<file path="src/rtl/mem_port_arbiter.sv">
// mem_port_arbiter: shares one RAM between instruction fetch (IF) and data (D) ports.
// Optional BUSY timeout with abort/err is built when MEM_ARB_TIMEOUT_EN is defined.
module mem_port_arbiter #(
  parameter int AW         = 32,
  parameter int DW         = 32,
  parameter int STARVE_MAX = 4,
  parameter int TIMEOUT    = 255
) (
  input  logic          clk,
  input  logic          reset,
  input  logic          if_req,
  input  logic [AW-1:0] if_addr,
  output logic          if_done,
  input  logic          d_req,
  input  logic          d_rw,
  input  logic [AW-1:0] d_addr,
  input  logic [DW-1:0] d_wdata,
  output logic          d_done,
  output logic [DW-1:0] rdata,
  output logic          busy,
  output logic          err,
  output logic          ram_en,
  output logic          ram_mov,
  output logic          ram_rw,
  output logic [AW-1:0] ram_addr,
  output logic [DW-1:0] ram_wdata,
  input  logic [DW-1:0] ram_rdata,
  input  logic          ram_moc
);

  typedef enum logic [1:0] {IDLE, GRANT, BUSY, DONE} state_e;

  localparam logic [3:0] StarveLim = 4'(STARVE_MAX);

  state_e        state_q, state_d;
  logic          selD_q, selD_d;
  logic          rw_q, rw_d;
  logic [AW-1:0] addr_q, addr_d;
  logic [DW-1:0] wdata_q, wdata_d;
  logic [DW-1:0] rdata_q, rdata_d;
  logic [3:0]    starve_q, starve_d;
  logic          active;

`ifdef MEM_ARB_TIMEOUT_EN
  localparam int            CW     = $clog2(TIMEOUT + 1);
  localparam logic [CW-1:0] ToLast = CW'(TIMEOUT - 1);

  logic [CW-1:0] cnt_q, cnt_d;
  logic          err_q, err_d;
`endif

  always_ff @(posedge clk) begin
    if (reset) begin
      state_q  <= IDLE;
      selD_q   <= 1'b0;
      rw_q     <= 1'b0;
      addr_q   <= '0;
      wdata_q  <= '0;
      rdata_q  <= '0;
      starve_q <= 4'd0;
`ifdef MEM_ARB_TIMEOUT_EN
      cnt_q    <= '0;
      err_q    <= 1'b0;
`endif
    end else begin
      state_q  <= state_d;
      selD_q   <= selD_d;
      rw_q     <= rw_d;
      addr_q   <= addr_d;
      wdata_q  <= wdata_d;
      rdata_q  <= rdata_d;
      starve_q <= starve_d;
`ifdef MEM_ARB_TIMEOUT_EN
      cnt_q    <= cnt_d;
      err_q    <= err_d;
`endif
    end
  end

  // D has priority unless IF has waited through StarveLim consecutive D grants.
  always_comb begin
    state_d  = state_q;
    selD_d   = selD_q;
    rw_d     = rw_q;
    addr_d   = addr_q;
    wdata_d  = wdata_q;
    rdata_d  = rdata_q;
    starve_d = starve_q;
`ifdef MEM_ARB_TIMEOUT_EN
    cnt_d    = cnt_q;
    err_d    = err_q;
`endif
    case (state_q)
      IDLE: begin
        if (d_req && !(if_req && starve_q == StarveLim)) begin
          selD_d  = 1'b1;
          rw_d    = d_rw;
          addr_d  = d_addr;
          wdata_d = d_wdata;
          if (!if_req)
            starve_d = 4'd0;
          else if (starve_q != StarveLim)
            starve_d = starve_q + 4'd1;
          state_d = GRANT;
        end else if (if_req) begin
          selD_d   = 1'b0;
          rw_d     = 1'b0;
          addr_d   = if_addr;
          wdata_d  = '0;
          starve_d = 4'd0;
          state_d  = GRANT;
        end
      end
      GRANT: begin
        state_d = BUSY;
`ifdef MEM_ARB_TIMEOUT_EN
        cnt_d   = '0;
        err_d   = 1'b0;
`endif
      end
      BUSY: begin
        if (ram_moc) begin
          if (!rw_q)
            rdata_d = ram_rdata;
          state_d = DONE;
        end
`ifdef MEM_ARB_TIMEOUT_EN
        else if (cnt_q == ToLast) begin
          err_d   = 1'b1;
          state_d = DONE;
        end else begin
          cnt_d = cnt_q + 1'b1;
        end
`endif
      end
      DONE:    state_d = IDLE;
      default: state_d = IDLE;
    endcase
  end

  // RAM side is decoded from state so a reset drops the handshake at once.
  assign active    = (state_q == GRANT) || (state_q == BUSY);
  assign ram_en    = active;
  assign ram_mov   = active;
  assign ram_rw    = active & rw_q;
  assign ram_addr  = active ? addr_q : '0;
  assign ram_wdata = active ? wdata_q : '0;

  assign if_done = (state_q == DONE) && !selD_q;
  assign d_done  = (state_q == DONE) && selD_q;
  assign busy    = (state_q != IDLE);
  assign rdata   = rdata_q;

`ifdef MEM_ARB_TIMEOUT_EN
  assign err = (state_q == DONE) && err_q;
`else
  assign err = 1'b0;
`endif

endmodule

</file>
<file path="config.mk">
export PLATFORM = sky130hd
export DESIGN_NAME = mem_port_arbiter
export DESIGN_NICKNAME = d
export VERILOG_FILES = /design/src/rtl/mem_port_arbiter.sv
export SDC_FILE = /design/constraint.sdc
export NUM_CORES = 1
export LEC_CHECK = 0
export CAP_MARGIN = 0
export CORE_MARGIN = 2
export CORE_UTILIZATION = 43
export CTS_CLUSTER_DIAMETER = 120
export DETAILED_ROUTE_END_ITERATION = 7
export GPL_ROUTABILITY_DRIVEN = 0
export PLACE_DENSITY = 0.86
export SETUP_SLACK_MARGIN = 0.4
export SLEW_MARGIN = 20
export SYNTH_ARGS = -nofsm -noshare
export SYNTH_HDL_FRONTEND = slang
export SYNTH_SLANG_ARGS = --single-unit
</file>
<file path="constraint.sdc">
create_clock -name clk -period 3.1 [get_ports clk]
set_input_delay 0.62 -clock clk [delete_from_list [all_inputs] [get_ports clk]]
set_output_delay 0.62 -clock clk [all_outputs]
set_load 0.01 [all_outputs]
</file>
Word level (Yosys, flattened, before mapping)
Index checks and enable logic that the tools add are counted.
Cells by class
  reduce and logical (&&, ||, !) cells: 14
  equal/unequal tests: 8
  add/sub/neg operators: 1
  multiplexer cells: 17
  bitwise operators: 2
Operators by type and width (number)
  2-to-1 mux 32 bit: 6
  2-to-1 mux 4 bit: 4
  case mux 2 bit (4 select lines): 1
  2-to-1 mux 2 bit: 3
  AND reduction 3 bit: 2
  adder 4 x 1 -> 4 bit, second input constant: 1
  equality test 2 bit, second input constant: 2
  equality test 4 x 3 -> 1 bit, second input constant: 1
  logical AND 1 bit: 4
  != test 4 x 3 -> 1 bit, second input constant: 1
  AND reduction 2 bit: 2
  nonzero test 2 bit: 2
  2-to-1 mux 1 bit: 3
  != test 3 x 2 -> 1 bit, second input constant: 1
  != test 3 bit, second input constant: 1
  equality test 2 x 1 -> 1 bit, second input constant: 1
  zero test 1 bit: 2
  zero test 2 bit: 1
  != test 2 bit, second input constant: 1
  AND 1 bit: 1
  logical OR 1 bit: 1
  inverter 1 bit: 1
Word-level totals
  word-level logic and storage cells: 49
  flip-flop bits (word level): 104
  input bits: 134
  output and inout bits: 103

Logic depth before layout (Yosys ltp)
  depth after elaboration: 6
  depth in mapped cells: 7
  gate-level depth less buffers: 5

Least setup slack after synthesis
Ideal clock, no wire load.
  path type: flip-flop to output port
  from: register state_q[1]
  to: output ram_addr[15]
  data arrival time: 1.396 ns
  buffers on the path: 2
  stages on the path, launching flop included: 6
  required time: 2.480 ns
  setup slack: 1.084 ns
  cell sequence: dfxtp_1 inv_1 ha_1 clkbuf_1 clkbuf_1 and2_1
Between the ends
  cells in the longest elaborated chain, start to end: 3
  elaborated cells on any way between the ends: 4
  those cells by class: 2 x eq/ne; 1 x mux; 1 x reduce/logical
Ends and longest elaborated chain
  from (decl): line 35  | state_e state_q, state_d;
  from (signal assigned): line 66  | state_q <= state_d;
  equality test 2 x 1 -> 1 bit / equality test 2 bit (equally long branches): line 142  | assign active = (state_q == GRANT) || (state_q == BUSY);
  logical OR 1 bit (*): line 142
  named net ram_en: line 22  | output logic ram_en,
  2-to-1 mux 32 bit (*): line 146  | assign ram_addr = active ? addr_q : '0;
  to (decl): line 25  | output logic [AW-1:0] ram_addr,
Mark *: on every way through the listed nets, which the timed path passes. The rest lies on a longest branch.

Worst setup path in the final report
  from: register state_q[0]
  to: output ram_addr[12]
Between the ends
  cells in the longest elaborated chain, start to end: 3
  elaborated cells on any way between the ends: 4
  those cells by class: 2 x eq/ne; 1 x mux; 1 x reduce/logical
Ends and longest elaborated chain (line)
  equality test 2 x 1 -> 1 bit / equality test 2 bit (equally long branches): 142
  logical OR 1 bit (*): 142
  2-to-1 mux 32 bit (*): 146
Mark *: on every way between the ends. The rest lies on a longest branch, timed or not.

==> impl_results.md <==
* Worst Skew at approximately 0.016 ns
* Maximum number of buffers from clock root to sink at 2
* Highest-count cells in the layout ignoring fill and taps: sky130_fd_sc_hd__clkdlybuf4s50_1 (220), sky130_fd_sc_hd__dfxtp_1 (103), sky130_fd_sc_hd__nand2_1 (69), sky130_fd_sc_hd__and2_1 (67), sky130_fd_sc_hd__nor2_1 (67)
* Commonest non-fill, non-tap cell in the layout: sky130_fd_sc_hd__clkdlybuf4s50_1
* Number of pins with negative max-slew slack in the final report at 0
* Fill cell total of the finished layout at 807
* Vias in the first global route at around 4800
* Status: finished, final reports clean
* TritonCTS Buffers at 9
* Number of buffer and inverter stages on the critical path at 3
* Initial DRC count at 300
* Syn Std Cell Area at between 4000 and 5000 µm²
* Average cell area after synthesis at about 8 µm²
* Simple-gate area share of the yosys netlist at between 20% and 30%
* Setup violators final at 0
* Overall power of the completed layout at 4.97 mW
* Type of destination of the critical path: output pin
* Static power due to leakage at between 2 and 3 nW
* Transition time at the pin with the least slew margin at around 0.7 ns
* Cell Chain, Critical Path: inv_1 -> ha_4 -> buf_12 -> and2_1 -> clkdlybuf4s50_1
* RSZ-0062 raised after global routing: true
* Clock slew seen by the registers of the worst setup and hold paths at roughly 0.090 ns
* Asr flop ratio synth at 0%
* Critical path required time at approximately 2.5 ns
* Post-synthesis compound-gate area fraction at between 20% and 30%
* Number of enable flip-flop cells after synthesis at 0
* Sequential-to-total area share from yosys stat at 44.9%
* Syn. warnings at 0
* Post-synth net total at slightly above 700
* Count of unique library cells instantiated by Yosys at 32
* Starting utilization of the core area at between 40 and 50%
* Routed vias/inst at 5.45
* Met1 demand-to-capacity share in global routing at 29.6%
* Sinks on the clock net at about 100
* Combined global-route utilization of all metal layers at between 20% and 30%
* Met2 track demand over resource at between 40% and 50%
* Class of the most critical hold timing path: reg2reg
* Number of max-capacitance violations reported at 0
* Layout cell share with drive strength beyond 1 at 4.54%
* Number of antenna repair diodes at 0
* Synth-to-Final Area Change at 57.1%
* Die ar. at 11600 µm²
* Clock latency on the worst-skew pair at 0.35 ns
* Sequential Area at 2080 µm²
* Flip-flop and latch count after synthesis at 104
* Clk root buf: sky130_fd_sc_hd__clkbuf_8
* Postcts setup bufs at 0
* Peak supply drop at 0.386 mV
* Highest-delay cell along the critical path: sky130_fd_sc_hd__clkdlybuf4s50_1
* Vias after detailed routing at 4941
* Fraction of synthesized cell area in xor and xnor cells at 0%
* Crit path max-delay family: buffers and inverters
* Average wire length per cell after detail routing at roughly 17 µm
* Max frequency at 384 MHz
* Part of the cycle the worst path needs at ~84%
* Clock tree from TritonCTS: done
* Launching element type of the critical path: register
* Adder-cell area share of the yosys netlist at about 1.3%
* Total overflow reported by the global router at 0
* Global-route wire length before repair at roughly 23000 µm
* Final routed wirelength across all metal layers at about 15000 µm
* Routed Antenna Nets at 0
* Detailed-router iteration count before antenna repair at 6
* Count of buffers from port buffering at ~240
* H-tree Lvls at 3
* Number of placement rows at 37
* Maximum number of pins on one net before global-route repair at 66
* DRC viols at 0
* Multiplexer share of the synthesized area at 0%
* Final Hold Fails at 0
* Number of antenna violations at the first check in global routing at 0
* Horizontal die dimension at ~110 µm
* Dpl hpwl at about 10000 µm
* Area occupied by multi-input gates at approximately 2300 µm²
* Grt peak-use layer: met2
* Post-Synthesis Cells at ~570
* Arrival time of the worst setup path at between 1.5 and 2 ns
* Total power density per cell area at slightly below 700 nW/µm²
* Setup TNS after final layout at 0 ns
* Net total in the final layout at roughly 910
* Dominant combinational cell family by area after synthesis: simple AND/OR/NAND/NOR gates
* Total I/O pin count at 237
* Min Clock Period, post-route at ~2.6 ns
* Relative max-transition margin at 53.5%
* Longest individual stage delay on the worst path at between 0.5 and 0.6 ns
* Vert. Die Dim at 108 µm
* Core box area at around 10000 µm²
* GR Util met3 at 4.72%
* Critical-path maximum fanout at 28
* Kind of critical path: reg2out
* Leading register cell type out of synthesis: sky130_fd_sc_hd__dfxtp_1
## kinds of logic (layout without fill, tap and decap cells)
| family | Yosys count | in the layout |
|---|---|---|
| AO/OA/AOI/OAI | 139 | 139 |
| buffers and inverters | 67 | 269 |
| other | 1 | 1 |
| adder cells (fa/ha/maj) | 5 | 5 |
| AND/OR/NAND/NOR | 253 | 253 |
| flip-flops | 104 | 104 |
## synthesized netlist by cell type, types with 2 or more instances
master                     number  area (µm²)
sky130_fd_sc_hd__dfxtp_1      104        2080
sky130_fd_sc_hd__ha_1           5        62.6
sky130_fd_sc_hd__a311oi_1      32         280
sky130_fd_sc_hd__nor3b_1        2        15.0
sky130_fd_sc_hd__nor2_1        67         251
sky130_fd_sc_hd__nand3_1       34         170
sky130_fd_sc_hd__and2_1        67         419
sky130_fd_sc_hd__buf_1          2        7.51
sky130_fd_sc_hd__a31oi_1        2        12.5
sky130_fd_sc_hd__nand3b_1       2        15.0
sky130_fd_sc_hd__nand4_1        3        18.8
sky130_fd_sc_hd__buf_4          7        52.6
sky130_fd_sc_hd__o21a_1         3        22.5
sky130_fd_sc_hd__buf_2         18        90.1
sky130_fd_sc_hd__clkbuf_1      33         124
sky130_fd_sc_hd__a21oi_1       34         170
sky130_fd_sc_hd__inv_1          6        22.5
sky130_fd_sc_hd__nand2_1       69         259
sky130_fd_sc_hd__nor2b_1        2        12.5
sky130_fd_sc_hd__o21ai_0       33         165
sky130_fd_sc_hd__a32oi_1       33         289
## state kept, by name, indices dropped and copies added, names as in the netlist
register,count
state_q,2
addr_q,32
selD_q,1
rdata,32
rw_q,1
wdata_q,32
starve_q,4
## worst paths after layout
path	cells past startpoint	to	from	slack (ns)
max	5	ram_addr[12]	state_q[0]$_SDFFE_PP0P_	0.50
min	2	rdata[13]$_SDFFE_PP0P_	rdata[13]$_SDFFE_PP0P_	0.46
max reg2reg	6	addr_q[9]$_SDFFE_PP0P_	starve_q[0]$_SDFFE_PP0P_	1.24
min reg2reg	2	rdata[13]$_SDFFE_PP0P_	rdata[13]$_SDFFE_PP0P_	0.46
## per-layer routing
layer	up-vias	wire length (µm)
li1	2376	-
met1	2354	6170
met2	182	7680
met3	29	984
met4	0	371
met5	-	0
## final cells by class
| cell class | count | share of cell area, % |
|---|---|---|
| multi-input combinational | 398 | 31.1 |
| timing repair buffer | 248 | 35.0 |
| sequential | 104 | 28.6 |
| tap | 136 | 2.34 |
| clock buffer | 11 | 1.94 |
| clock inverter | 4 | 0.738 |
| inverter | 6 | 0.309 |
## through the flow
step	cells	utilization [%]	setup slack (ns)	instance area, µm²	hold WS [ns]
2_1_floorplan	569	-	1.08	4640	0.446
3_3_place_gp	891	67.1	0.745	6990	0.441
3_5_place_dp	891	67.1	0.681	6990	0.448
4_1_cts	906	69.1	0.388	7190	0.461
5_1_grt	907	69.9	0.386	7290	0.483
6_report	907	69.9	0.496	7290	0.457
## power breakdown
group          switching, mW  leakage (nW)  internal, mW
Combinational           1.18          1.88          1.20
Clock                  0.451        0.0920         0.395
Sequential             0.140         0.852          1.61
Total                   1.77          2.83          3.21
## worst reg2reg max path: stages (launching register included)
cell                       delay (ns)
sky130_fd_sc_hd__dfxtp_1         0.40
sky130_fd_sc_hd__inv_1           0.08
sky130_fd_sc_hd__ha_1            0.23
sky130_fd_sc_hd__nand4b_1        0.14
sky130_fd_sc_hd__buf_4           0.43
sky130_fd_sc_hd__nand3_1         0.17
sky130_fd_sc_hd__a311oi_1        0.32
## timing repair
item	CTS	global route
endpoints found under the setup margin	49	65
gates resized for setup	2	21
cloned	0	1
hold buffers	0	0
pin swaps	0	1
(Power assumes the default switching activity.)
